`src/rtl/vga_frame_renderer.sv`:
```
// VGA timing generator and colour back end for game_logic: produces the pixel
// counters, maps the returned entity code to 12-bit RGB and aligns the syncs with it.
module vga_frame_renderer #(
   parameter int   H_VISIBLE   = 640,
   parameter int   H_FRONT     = 16,
   parameter int   H_SYNC      = 96,
   parameter int   H_BACK      = 48,
   parameter int   V_VISIBLE   = 480,
   parameter int   V_FRONT     = 10,
   parameter int   V_SYNC      = 2,
   parameter int   V_BACK      = 33,
   parameter logic SYNC_ACTIVE = 1'b0
) (
   input  logic        clk,
   input  logic        reset_n,
   input  logic [1:0]  entity,
   input  logic        game_over,
   input  logic        game_won,
   output logic [9:0]  x_out,
   output logic [9:0]  y_out,
   output logic        hsync,
   output logic        vsync,
   output logic [11:0] rgb,
   output logic        frame_start
);

   localparam int H_TOTAL = H_VISIBLE + H_FRONT + H_SYNC + H_BACK;
   localparam int V_TOTAL = V_VISIBLE + V_FRONT + V_SYNC + V_BACK;

   localparam logic [9:0] H_LAST     = 10'(H_TOTAL - 1);
   localparam logic [9:0] V_LAST     = 10'(V_TOTAL - 1);
   localparam logic [9:0] H_VIS_END  = 10'(H_VISIBLE);
   localparam logic [9:0] V_VIS_END  = 10'(V_VISIBLE);
   localparam logic [9:0] H_SYNC_BEG = 10'(H_VISIBLE + H_FRONT);
   localparam logic [9:0] H_SYNC_END = 10'(H_VISIBLE + H_FRONT + H_SYNC);
   localparam logic [9:0] V_SYNC_BEG = 10'(V_VISIBLE + V_FRONT);
   localparam logic [9:0] V_SYNC_END = 10'(V_VISIBLE + V_FRONT + V_SYNC);

   typedef enum logic [1:0] {
      ENT_NOTHING    = 2'd0,
      ENT_SNAKE_HEAD = 2'd1,
      ENT_SNAKE_TAIL = 2'd2,
      ENT_APPLE      = 2'd3
   } entity_e;

   logic        active_s0, hs_s0, vs_s0;
   logic        active_s1, hs_s1, vs_s1;
   logic [11:0] bg_colour;
   logic [11:0] pix_colour;

   // Stage 0: the counters themselves. frame_start is set on the wrapping edge
   // so it is high exactly while the counters read (0,0).
   // NOTE: sequential state uses non-blocking assignments so every register
   // samples pre-edge values regardless of statement order.
   always_ff @(posedge clk or negedge reset_n) begin
      if (!reset_n) begin
         x_out       <= '0;
         y_out       <= '0;
         frame_start <= 1'b0;
      end else begin
         frame_start <= 1'b0;
         if (x_out == H_LAST) begin
            x_out <= '0;
            if (y_out == V_LAST) begin
               y_out       <= '0;
               frame_start <= 1'b1;
            end else begin
               y_out <= y_out + 10'd1;
            end
         end else begin
            x_out <= x_out + 10'd1;
         end
      end
   end

   assign active_s0 = (x_out < H_VIS_END) && (y_out < V_VIS_END);
   assign hs_s0     = (x_out >= H_SYNC_BEG) && (x_out < H_SYNC_END);
   assign vs_s0     = (y_out >= V_SYNC_BEG) && (y_out < V_SYNC_END);

   // Stage 1: delay the decode by one clk to line up with game_logic's entity register.
   always_ff @(posedge clk or negedge reset_n) begin
      if (!reset_n) begin
         active_s1 <= 1'b0;
         hs_s1     <= 1'b0;
         vs_s1     <= 1'b0;
      end else begin
         active_s1 <= active_s0;
         hs_s1     <= hs_s0;
         vs_s1     <= vs_s0;
      end
   end

   assign bg_colour = game_won  ? 12'h004 :
                      game_over ? 12'h400 : 12'h000;

   // NOTE: pix_colour gets a default before the case so no path leaves it
   // unassigned, which would otherwise infer a latch.
   always_comb begin
      pix_colour = bg_colour;
      case (entity_e'(entity))
         ENT_SNAKE_HEAD: pix_colour = 12'h0F0;
         ENT_SNAKE_TAIL: pix_colour = 12'h0A0;
         ENT_APPLE:      pix_colour = 12'hF00;
         default:        pix_colour = bg_colour;
      endcase
   end

   // Stage 2: pin registers; syncs and colour leave on the same edge.
   always_ff @(posedge clk or negedge reset_n) begin
      if (!reset_n) begin
         hsync <= ~SYNC_ACTIVE;
         vsync <= ~SYNC_ACTIVE;
         rgb   <= 12'h000;
      end else begin
         hsync <= hs_s1 ? SYNC_ACTIVE : ~SYNC_ACTIVE;
         vsync <= vs_s1 ? SYNC_ACTIVE : ~SYNC_ACTIVE;
         rgb   <= active_s1 ? pix_colour : 12'h000;
      end
   end

endmodule

```
`config.mk`:
```
export PLATFORM = sky130hd
export DESIGN_NAME = vga_frame_renderer
export DESIGN_NICKNAME = d
export VERILOG_FILES = /design/src/rtl/vga_frame_renderer.sv
export SDC_FILE = /design/constraint.sdc
export NUM_CORES = 1
export LEC_CHECK = 0
export ABC_AREA = 1
export BUFFER_PORTS_ARGS = -buffer_cell sky130_fd_sc_hd__buf_2
export CORE_AREA = 5 5 63 79
export CTS_CLUSTER_DIAMETER = 60
export DETAILED_ROUTE_END_ITERATION = 7
export DIE_AREA = 0 0 68 84
export GPL_TIMING_DRIVEN = 0
export HOLD_SLACK_MARGIN = 0.06
export SLEW_MARGIN = 20
export SYNTH_ARGS = -nofsm -noshare
export SYNTH_HDL_FRONTEND = slang
export SYNTH_SLANG_ARGS = --single-unit
```
`constraint.sdc`:
```
create_clock -name clk -period 1.5 [get_ports clk]
set_input_delay 0.15 -clock clk [delete_from_list [all_inputs] [get_ports clk]]
set_output_delay 0.15 -clock clk [all_outputs]
set_load 0.005 [all_outputs]
```
Yosys cells after proc, flatten, opt, wreduce, memory -nomap -nowiden:

Cells that the tools add are included.

* register bits: 38
* latch bits: 0
* RAM bits: 0
* ROM bits: 0
* bits of input ports: 6
* output and inout bits: 35
* logic and storage cells: 35
* memories: 0

* add/sub/neg operators: 2
* $mul: 0
* divide/modulo/power cells: 0
* $lt $le $gt $ge: 6
* equality and inequality tests: 5
* shift-type cells: 0
* mux-type cells: 10
* bitwise gates (word level): 0
* reductions and logical operators: 3

Operators with widths (count)
* one-hot mux 12 bit (3 select lines): 1
* two-way mux 11 bit: 2
* adder 10 x 1 -> 10 bit, second input constant: 2
* == test 10 bit, second input constant: 2
* less-than comparator 10 bit, second input constant: 2
* less-than comparator 10 x 9 -> 1 bit, second input constant: 2
* two-way mux 10 bit: 2
* two-way mux 12 bit: 1
* >= comparator 10 bit, second input constant: 1
* >= comparator 10 x 9 -> 1 bit, second input constant: 1
* == test 2 bit, second input constant: 2
* two-way mux 1 bit: 4
* logical AND 1 bit: 3
* == test 2 x 1 -> 1 bit, second input constant: 1

Longest topological paths before layout:

* word-level depth: 4
* depth in mapped cells: 8
* mapped depth without buffers: 8

Least setup slack after synthesis:

OpenSTA, ideal clock, no wires.

* kind: reg2reg
* from: register x_out[0]
* to: register y_out[8]
* library setup time: 74 ps
* arrival: 1246 ps
* required time: 1426 ps
* slack: 180 ps
* cell stages (with the launch flop): 7
* buffers on the path: 1
* clock period less this slack: 1320 ps
* cells stage by stage: dfrtp_1 ha_1 nand4_1 nor2_4 buf_6 nand2_1 o21ai_2

* word-level cells in the longest chain between the ends: 1

Ends and longest elaborated chain
* from (decl): line 19 `output logic [9:0] x_out,`
* from (signal assigned): line 71 `x_out <= x_out + 10'd1;`
* == test 10 bit: line 62 `if (x_out == H_LAST) begin`
* to (signal assigned): line 68 `y_out <= y_out + 10'd1;`
* to (decl): line 20 `output logic [9:0] y_out,`

No other way between the ends.
A chain may end at the register's enable or synchronous reset.

Worst setup path after layout:

* from: register x_out[1]
* to: register y_out[7]

The elaborated chain is that of the path after synthesis.

==> impl_metrics.py <==
metrics = {
    "timing": {
        "hold_viol": 0,
        "worstMarginPinSlew_ps": 705,
        "fin_crit_sh_pct": 95.5,
        "maxSlewViolCount": 0,
        "max-slew-margin-rel_pct": 53.0,
        "clock-skew-final_ps": 3.78,
        "setup_viol": 0,
        "grt_setup_unrepaired": "true",
        "clock.fmax_mhz": 698,
        "fin_crit_ps": 1430,
    },
    "hold_path": {
        "hold_class": "in -> reg",
    },
    "final_layout": {
        "fillerInstances": 426,
        "num_antenna_cells": 0,
        "multi_input_area_um2": 703,
        "area_growth_pct": 28.1,
        "layout.cells.non_filler": 304,
        "nets": 258,
        "seq_area_um2": 778,
        "drive_gt1_share_pct": 33.7,
        "stdcell_area_mm2": 0.00210,
    },
    "detailed_routing": {
        "initialDrtViolationCount": 40,
        "drt_wl_total_um": 3590,
        "routedWlPerCell_um": 11.8,
        "dr.pass1.iters": 5,
        "viasPerCell": 4.51,
        "drtAntennaViolNets": 0,
        "drc": 0,
        "num_vias": 1370,
    },
    "clock_tree": {
        "cts_buffers": 5,
        "clk_path_buf_depth": 2,
        "clkTransAtPathRegs_ps": 70,
        "h-tree-depth": 2,
        "clock_latency_ps": 280,
        "cts.sinks": 31,
        "clockRootBuffer": "clkbuf_8",
        "tritoncts": "yes",
    },
    "critical_path": {
        "cp.required_ps": 1680,
        "cp-end-kind": "flip-flop",
        "max_stage_delay_ps": 420,
        "r2r_setup_slack_ps": 70,
        "crit_end": "y_out[7]",
        "r2r-start": "x_out[1]",
        "path_delay_family": "simple AND/OR/NAND/NOR gates",
        "path_depth": 6,
        "cp-startpoint": "x_out[1]",
        "worstPathArrival_ps": 1610,
        "rr_endpoint": "y_out[7]",
        "worst-path-buf-inv": 0,
        "critPathMaxFanout": 4,
        "slowest_stage": "dfrtp_1",
        "cp-start-kind": "flip-flop",
        "worst-setup-path-type": "reg -> reg",
        "cp_cell_sequence": "ha_4 -> nand4_1 -> nor2_2 -> nand4_1 -> nand2_1 -> nand2_1",
        "reg2reg_depth": 6,
    },
    "floorplanning": {
        "die_area_mm2": 0.00571,
        "ioPinCount": 41,
        "core_mm2": 0.00422,
        "dieWidth_um": 68,
        "start_util_pct": 38.9,
        "die_h_um": 84,
        "rows": 27,
    },
    "yosys": {
        "synth_fa_ha_area_share_pct": 5.34,
        "syn_area_per_cell_um2": 8.51,
        "synth.area.top_cells": "dfrtp_1 44%, inv_1 7.8%, nand2_1 6.4%, ha_1 5.3%, nor2_1 5.3%",
        "synth_area_mm2": 0.00164,
        "synth-edff-count": 0,
        "ys_seq_area_share_pct": 47.4,
        "yosysTopAreaCell": "dfrtp_1",
        "yosys-mux-area-fraction_pct": 0,
        "synth-xor-area-share_pct": 2.67,
        "ys_seq_elements": 31,
        "synth_compound_area_share_pct": 4.95,
        "synth_flop_cell": "dfrtp_1",
        "ys_warn_count": 0,
        "ys_types": 27,
        "synthArstFlopShare_pct": 100,
        "synth_top_area_share_pct": 44.2,
        "synth_simple_gate_area_share_pct": 27.3,
        "synth_top_family_by_area": "simple AND/OR/NAND/NOR gates",
        "synthCells": 193,
    },
    "placement": {
        "globalplace.congestion": 0.795,
        "dp_cells": 290,
        "portBuffers": 37,
        "dp_hpwl_um": 2510,
        "dpl-instance-area_mm2": 0.00191,
    },
    "global_route": {
        "antenna_found_initial": 0,
        "gr-usage-all-layers_pct": 13.1,
        "grt_pass1_vias": 1279,
        "grt_pass1_wl_um": 5620,
        "grt_max_degree": 32,
        "grt_overflow": 0,
    },
    "run": {
        "max_cap_violations": 0,
    },
    "power_and_ir_drop": {
        "vdd_drop_max_mv": 0.518,
        "cellPowerDensity_mw_per_mm2": 848,
        "p_leak_uw": 0.00112,
    },
    "status": {
        "outcome": "completed",
    },
}
-- metal layers --
metal | global-route usage [%] | up-vias | part of all wire, %
met5 | 0 | - | 0
met4 | 5.42 | 0 | 2.5
met3 | 4.58 | 8 | 5.7
met2 | 20.7 | 40 | 48
met1 | 15.7 | 626 | 43
li1 | - | 696 | -
-- cells in the mapped netlist (3+ instances only) --
library cell  count
nand3_1          13
inv_1            34
xor2_1            5
buf_4             7
nand3_2           3
ha_1              7
nor2_1           23
nand2_2           3
o21ai_1           6
nor3_2            3
a21oi_1           3
nor2_2            5
nand2_1          28
dfrtp_1          29
nor3_1            4
nand4_1           6
-- repair_timing --
item,CTS,global route
buffers inserted,0,3
setup endpoints to repair,4,12
endpoints found under the hold margin,29,0
hold buffers,1,0
resized for setup,0,9
gates cloned,0,2
pin swaps,1,3
-- cell type report --
class | count | share of cell area [%]
multi-input combinational | 121 | 33.4
tap | 58 | 3.45
buffer | 8 | 3.03
clock inverter | 2 | 1.67
sequential | 31 | 37.0
inverter | 36 | 6.42
timing repair buffer | 42 | 11.1
clock buffer | 6 | 3.93
-- power by group --
group          leakage (µW)  internal (µW)  switching (µW)
sequential         0.000400            845            3.15
clock             0.0000612            537             324
combinational      0.000661           35.8            38.8
total               0.00112           1420             366
-- layout by cell type (no fill, tap or decap), types with 9 or more instances in the layout --
master | synthesis | layout
nand2_1 | 28 | 27
buf_2 | 0 | 37
nand3_1 | 13 | 11
dfrtp_1 | 29 | 29
buf_4 | 7 | 9
nor2_1 | 23 | 23
inv_1 | 34 | 34
-- worst min-delay path by stage --
| stage | from | endpoint | cells past startpoint |
|---|---|---|---|
| global route | game_over | rgb[10] | 3 |
| CTS | game_over | rgb[10] | 3 |
| finish | game_over | rgb[10] | 3 |
| global placement | reset_n | rgb[6] | 1 |
| floorplan | reset_n | active_s1 | 0 |
| detailed placement | reset_n | rgb[6] | 1 |
-- sequential cells by signal (all words and copies together), names as in the netlist --
| name | cells |
|---|---|
| x_out | 10 |
| y_out | 10 |
| rgb | 5 |
| active_s1 | 1 |
| frame_start | 1 |
| hs_s1 | 1 |
| hsync | 1 |
| vs_s1 | 1 |
| vsync | 1 |
-- cell families after synthesis --
logic type	after synthesis
compound gates	14
buf+inv	44
other cells	1
xor+xnor	5
fa+ha+maj	7
flops	31
simple gates	91
-- tightest hold or removal path, cell delays in order --
cell     delay, ps
buf_2          100
nand2_1         50
a21oi_1         60
-- per-stage QoR --
| stage | hold WS [ps] | utilization, % | worst slack, ps | power, µW | setup TNS (ps) |
|---|---|---|---|---|---|
| 6_report | 106 | 49.8 | 67.0 | 1780 | 0 |
| 2_1_floorplan | -146 | - | 180 | 896 | 0 |
| 3_3_place_gp | 238 | 45.2 | -0.132 | 937 | -0.132 |
| 4_1_cts | 103 | 48.2 | 1.69 | 1800 | 0 |
| 5_1_grt | 96.3 | 49.8 | -16.8 | 1850 | -63.5 |
| 3_5_place_dp | 235 | 45.2 | 3.29 | 938 | 0 |
No activity file was read; power rests on OpenSTA's default activity.
